**src/rtl/pipo_share_arb_pkg.sv**
```systemverilog
// Shared types and constants for the round-robin shared PIPO register arbiter.
// Holds the FSM encoding, default sizes and the pointer-width helper.
package pipo_arb_pkg;

  typedef enum logic {
    S_IDLE = 1'b0,
    S_HOLD = 1'b1
  } state_t;

  localparam int DEF_NREQ  = 4;
  localparam int DEF_WIDTH = 4;
  localparam int DEF_HOLD  = 2;

  // Wide enough for HOLD-1 with HOLD up to 15
  localparam int CNT_W = 4;

  function automatic int ptr_w(input int n);
    return (n < 2) ? 1 : $clog2(n);
  endfunction

endpackage

```
**src/rtl/pipo_share_arb_if.sv**
```systemverilog
// Requester/consumer bundle of the shared PIPO arbiter.
// The master side drives requests and words; the slave side is the arbiter.
interface pipo_share_arb_if #(
  parameter int NREQ  = pipo_arb_pkg::DEF_NREQ,
  parameter int WIDTH = pipo_arb_pkg::DEF_WIDTH
) ();
  localparam int OW = pipo_arb_pkg::ptr_w(NREQ);

  logic [NREQ-1:0]       req;
  logic [NREQ*WIDTH-1:0] din;
  logic [NREQ-1:0]       ack;
  logic [WIDTH-1:0]      y;
  logic                  y_valid;
  logic [OW-1:0]         owner;
  logic                  busy;

  modport master (
    output req, din,
    input  ack, y, y_valid, owner, busy
  );

  modport slave (
    input  req, din,
    output ack, y, y_valid, owner, busy
  );
endinterface

```
**src/rtl/pipo_share_arb_rr_pick.sv**
```systemverilog
// Combinational round-robin pick: first set req bit scanning upward from
// last+1 with wrap-around; any_req flags that some request is present.
module rr_pick
  import pipo_arb_pkg::*;
#(
  parameter int NREQ = DEF_NREQ
) (
  input  logic [NREQ-1:0]         req,
  input  logic [ptr_w(NREQ)-1:0]  last,
  output logic [ptr_w(NREQ)-1:0]  winner,
  output logic                    any_req
);
  localparam int OW = ptr_w(NREQ);

  logic [OW-1:0] idx;

  // Scan from the farthest slot down to last+1 so the nearest hit wins.
  always_comb begin
    winner  = '0;
    any_req = 1'b0;
    idx     = '0;
    for (int k = NREQ; k >= 1; k--) begin
      idx = OW'((int'(last) + k) % NREQ);
      if (req[idx]) begin
        winner  = idx;
        any_req = 1'b1;
      end
    end
  end

endmodule

```
**src/rtl/pipo_share_arb.sv**
```systemverilog
// Round-robin arbiter sharing one WIDTH-bit holding register among NREQ
// requesters; a loaded word is held stable for HOLD cycles before re-arbitration.
module pipo_share_arb
  import pipo_arb_pkg::*;
#(
  parameter int NREQ  = DEF_NREQ,
  parameter int WIDTH = DEF_WIDTH,
  parameter int HOLD  = DEF_HOLD
) (
  input  logic              clk,
  input  logic              rst,
  pipo_share_arb_if.slave   bus
);
  localparam int OW = ptr_w(NREQ);

  state_t            state, state_nxt;
  logic [CNT_W-1:0]  cnt, cnt_nxt;
  logic [OW-1:0]     last, winner, owner_q;
  logic              any_req, load;
  logic [WIDTH-1:0]  y_q, word;
  logic [NREQ-1:0]   ack_q;
  logic              valid_q;

  rr_pick #(.NREQ(NREQ)) u_pick (
    .req     (bus.req),
    .last    (last),
    .winner  (winner),
    .any_req (any_req)
  );

  always_comb begin
    word = bus.din[int'(winner)*WIDTH +: WIDTH];
  end

  // Requests are only looked at in IDLE; HOLD ignores req entirely.
  always_comb begin
    state_nxt = state;
    cnt_nxt   = cnt;
    load      = 1'b0;
    case (state)
      S_IDLE: begin
        if (any_req) begin
          load      = 1'b1;
          state_nxt = S_HOLD;
          cnt_nxt   = CNT_W'(HOLD - 1);
        end
      end
      S_HOLD: begin
        if (cnt == '0) state_nxt = S_IDLE;
        else           cnt_nxt   = cnt - 1'b1;
      end
      default: state_nxt = S_IDLE;
    endcase
  end

  always_ff @(posedge clk or posedge rst) begin
    if (rst) begin
      state <= S_IDLE;
      cnt   <= '0;
    end else begin
      state <= state_nxt;
      cnt   <= cnt_nxt;
    end
  end

  // ack is a single-cycle pulse: cleared every edge unless a load happens.
  always_ff @(posedge clk or posedge rst) begin
    if (rst) begin
      y_q     <= '0;
      valid_q <= 1'b0;
      ack_q   <= '0;
      owner_q <= '0;
      last    <= OW'(NREQ - 1);
    end else begin
      ack_q <= '0;
      if (load) begin
        y_q           <= word;
        ack_q[winner] <= 1'b1;
        owner_q       <= winner;
        last          <= winner;
        valid_q       <= 1'b1;
      end
    end
  end

  assign bus.y       = y_q;
  assign bus.y_valid = valid_q;
  assign bus.ack     = ack_q;
  assign bus.owner   = owner_q;
  assign bus.busy    = (state == S_HOLD);

endmodule

```
**src/flat_wrapper.sv**
```systemverilog
// flat-port wrapper written by rule: the top's interface ports become plain ports
module pipo_share_arb_flat import pipo_arb_pkg::*;
#(
  parameter int NREQ  = DEF_NREQ,
  parameter int WIDTH = DEF_WIDTH,
  parameter int HOLD  = DEF_HOLD
)
  (clk, rst, bus_req, bus_din, bus_ack, bus_y, bus_y_valid, bus_owner, bus_busy);
  pipo_share_arb_if #(.NREQ(NREQ), .WIDTH(WIDTH)) bus_i ();
  input  logic clk;
  input  logic rst;
  input wire logic [$bits(bus_i.req)-1:0] bus_req;
  input wire logic [$bits(bus_i.din)-1:0] bus_din;
  output wire logic [$bits(bus_i.ack)-1:0] bus_ack;
  output wire logic [$bits(bus_i.y)-1:0] bus_y;
  output wire logic [$bits(bus_i.y_valid)-1:0] bus_y_valid;
  output wire logic [$bits(bus_i.owner)-1:0] bus_owner;
  output wire logic [$bits(bus_i.busy)-1:0] bus_busy;
  assign bus_i.req = bus_req;
  assign bus_i.din = bus_din;
  assign bus_ack = bus_i.ack;
  assign bus_y = bus_i.y;
  assign bus_y_valid = bus_i.y_valid;
  assign bus_owner = bus_i.owner;
  assign bus_busy = bus_i.busy;
  pipo_share_arb #(.NREQ(NREQ), .WIDTH(WIDTH), .HOLD(HOLD)) u_core (.clk(clk), .rst(rst), .bus(bus_i));
endmodule
```
**config.mk**
```make
export PLATFORM = sky130hd
export DESIGN_NAME = pipo_share_arb_flat
export DESIGN_NICKNAME = d
export VERILOG_FILES = /design/src/rtl/pipo_share_arb_pkg.sv /design/src/rtl/pipo_share_arb_if.sv /design/src/rtl/pipo_share_arb_rr_pick.sv /design/src/rtl/pipo_share_arb.sv /design/src/flat_wrapper.sv
export SDC_FILE = /design/constraint.sdc
export NUM_CORES = 1
export LEC_CHECK = 0
export CORE_MARGIN = 4
export CORE_UTILIZATION = 47
export DETAILED_ROUTE_END_ITERATION = 12
export GPL_TIMING_DRIVEN = 0
export PLACE_DENSITY = 0.83
export SLEW_MARGIN = 20
export SYNTH_ARGS = -nofsm -noshare
export SYNTH_HDL_FRONTEND = slang
export SYNTH_SLANG_ARGS = --single-unit
```
**constraint.sdc**
```tcl
create_clock -name clk -period 3.35 [get_ports clk]
set_input_delay 1.005 -clock clk [delete_from_list [all_inputs] [get_ports clk]]
set_output_delay 1.005 -clock clk [all_outputs]
set_load 0.1 [all_outputs]
```
==> results.sh <==
export IMPL_overflow=0
export IMPL_clock_latency_ps=290
export IMPL_layout_common_cells="clkdlybuf4s50_1 (33), dfrtp_1 (16), inv_1 (13)"
export IMPL_n_antenna_cell=0
export IMPL_required_ps=2340
export IMPL_ys_types=33
export IMPL_grtUsageTotal_pct=17.23
export IMPL_numPortBuffers=33
export IMPL_cts_buffers=3
export IMPL_drt_iter0_drc=3
export IMPL_startpoint_type="flop"
export IMPL_grt_pass1_wl_mm=3.532
export IMPL_crit_fanout=6
export IMPL_end_kind="output pin"
export IMPL_tightest_slew_ps=989.0
export IMPL_fmax_mhz=344.9
export IMPL_synth_warnings=0
export IMPL_cts_root_buffer="clkbuf_4"
export IMPL_drtPass1Iterations=2
export IMPL_grt_max_degree=19
export IMPL_viasPerCell=5.051
export IMPL_clk_pin_slew_worst_paths_ps=90
export IMPL_die_area_sq_mm=0.002872
export IMPL_detail_route_antenna_nets=0
export IMPL_final_cells=157
export IMPL_tns_ps=0
export IMPL_critPathSlowestCell="clkdlybuf4s50_1"
export IMPL_cts_tree="built"
export IMPL_first_global_vias=808
export IMPL_hpwl_mm=1.816
export IMPL_cpPeakStageDelay_ps=1160
export IMPL_postSynthCellCount=93
export IMPL_cp_top_family="buffers and inverters"
export IMPL_rows=16
export IMPL_p_leak_nw=0.5948
export IMPL_crit_chain="clkdlybuf4s50_1"
export IMPL_coreArea_sq_mm=0.001962
export IMPL_antenna_found_initial=0
export IMPL_drive_gt1_share_pct=16.15
export IMPL_initial_core_util_pct=49.81
export IMPL_ctsLongestPathBuffers=2
export IMPL_cp_arrival_ps=1890
export IMPL_status="finished clean"
export IMPL_gp_congestion=0.7705
export IMPL_finalCriticalPeriod_ps=2899
export IMPL_dp_cells=153
export IMPL_setup_viol_count_final=0
export IMPL_maxCapViolCount=0
export IMPL_fin_crit_sh_pct=86.55
export IMPL_post_cts_resized=0
export IMPL_avgSynthCellArea_sq_um=10.51
export IMPL_clock_sinks=18
export IMPL_power_density_mw_per_mm2=1045
export IMPL_post_cts_buffers=0
export IMPL_wl_per_cell_um=14.25
export IMPL_grt_setup_unrepaired="false"
export IMPL_ctsHoldBuffers=0
export IMPL_whs_path_depth=1
export IMPL_path_depth=1
export IMPL_routed_wl_mm=2.237
export IMPL_r2r_start="u_core.last[1]$_DFFE_PP1P_"
export IMPL_fin_skew_ps=4.566
export IMPL_fp_dieH_um=53.60
export IMPL_worstSetupPathType="flop to output pin"
export IMPL_hp_class="flop to flop"
export IMPL_htreeDepth=1
export IMPL_drcViolationCount=0
export IMPL_fp_dieW_um=53.60
export IMPL_synthesis_area_sq_um=977.2
export IMPL_layout_commonest_cell="clkdlybuf4s50_1"
export IMPL_relSlewSlack_pct=33.86
export IMPL_yosys_register_bits=18
export IMPL_min_from="u_core.bus.y_valid$_DFFE_PP0P_"
export IMPL_crit_buf_inv=1
export IMPL_whs_ps=475.9
export IMPL_rr_worst_depth=7
export IMPL_fin_nets=154
export IMPL_yosysSeqAreaShare_pct=46.35
export IMPL_io_pins=34
export IMPL_ir_drop_uv=788.4
export IMPL_num_vias=793
export IMPL_syn_to_final_growth_pct=40.97
export IMPL_crit_start="u_core.bus.busy$_DFF_PP0_"
export IMPL_hold_viol=0
export IMPL_drv_slew=0
export IMPL_syn_nets=116
path summary, 6_finish.rpt:
path | endpoint | slack (ps)
max | bus_busy | 450
max reg2reg | u_core.bus.y[2]$_DFFE_PP0P_ | 1480
min | u_core.bus.y_valid$_DFFE_PP0P_ | 480
min in group asynchronous | u_core.cnt[2]$_DFFE_PP0P_ | 1080
min reg2reg | u_core.bus.y_valid$_DFFE_PP0P_ | 480
max in group asynchronous | u_core.bus.busy$_DFF_PP0_ | 1860
synthesized netlist by cell type:
cell      number  share of area [%]
nor2_1        12                4.6
nand2b_1       1               0.64
xnor2_1        1               0.90
and2_1         1               0.64
buf_12         1                2.0
o32ai_1        1               0.90
a211oi_2       8                 10
clkbuf_1       1               0.38
nor2b_1        2                1.3
nand3b_1       1               0.77
clkbuf_2       1               0.51
and2b_1        1               0.77
a21oi_1        2                1.0
and3_1         1               0.64
mux2i_1        5                5.1
inv_1         13                5.0
nor4_1         1               0.64
or2_2          1               0.64
nor3b_1        1               0.77
a21o_1         1               0.77
dfstp_2        2                5.4
ha_1           1                1.3
o21ai_0        3                1.5
o32ai_2        1                1.7
o22ai_1        1               0.64
nand2_1        2               0.77
mux2_2         2                2.3
or4_1          1               0.77
a211oi_1       5                3.8
buf_6          1                1.2
o31ai_1        1               0.77
or3_1          1               0.64
dfrtp_1       16                 41
metal layers:
layer  track usage (%)  vias to the layer above  part of all wire [%]
met5                 0                        -                     0
met4             3.404                        0                  0.63
li1                  -                      398                     -
met1             19.58                      372                    43
met3             6.094                        2                   6.0
met2             31.02                       21                    51
state kept, by name, summed over array words and instances (netlist names):
register,flops
u_core.bus.owner,2
u_core.last,2
u_core.cnt,4
u_core.bus.y,4
u_core.bus.busy,1
u_core.bus.ack,4
u_core.bus.y_valid,1
per-stage QoR:
step | instance area, sq um | setup slack, ps | total power [mW] | utilization, %
3_5_place_dp | 1341 | 482.5 | 1.318 | 68.37
4_1_cts | 1378 | 427.2 | 1.453 | 70.22
2_1_floorplan | 977.2 | 1100 | 1.095 | -
5_1_grt | 1378 | 381.2 | 1.527 | 70.22
6_report | 1378 | 450.6 | 1.440 | 70.22
3_3_place_gp | 1341 | 522.0 | 1.289 | 68.37
layout make-up:
| cell class | count | area, sq um |
|---|---|---|
| buffer | 4 | 40.04 |
| clock buffer | 4 | 36.28 |
| fill | 169 | 584.3 |
| inverter | 13 | 48.80 |
| multi-input combinational | 58 | 435.4 |
| sequential | 18 | 452.9 |
| tap | 27 | 33.78 |
| timing repair buffer | 33 | 330.3 |
cells by family (layout without fill, tap and decap cells):
logic type / after synthesis / after routing / share of synthesized area [%]
and+or+nand+nor: 26 / 26 / 13.58
xor gates and xnor gates: 1 / 1 / 0.8965
DFF: 18 / 18 / 46.35
buffers and inverters: 17 / 54 / 9.090
adders and majority gates: 1 / 1 / 1.280
muxes: 7 / 7 / 7.426
AOI/OAI and AO/OA: 23 / 23 / 21.38
power breakdown:
group | total, mW | switching (mW) | internal [mW]
sequential | 0.385 | 0.0703 | 0.315
combinational | 0.926 | 0.636 | 0.290
clock | 0.129 | 0.0630 | 0.0663
No activity file was read; power rests on OpenSTA's default activity.
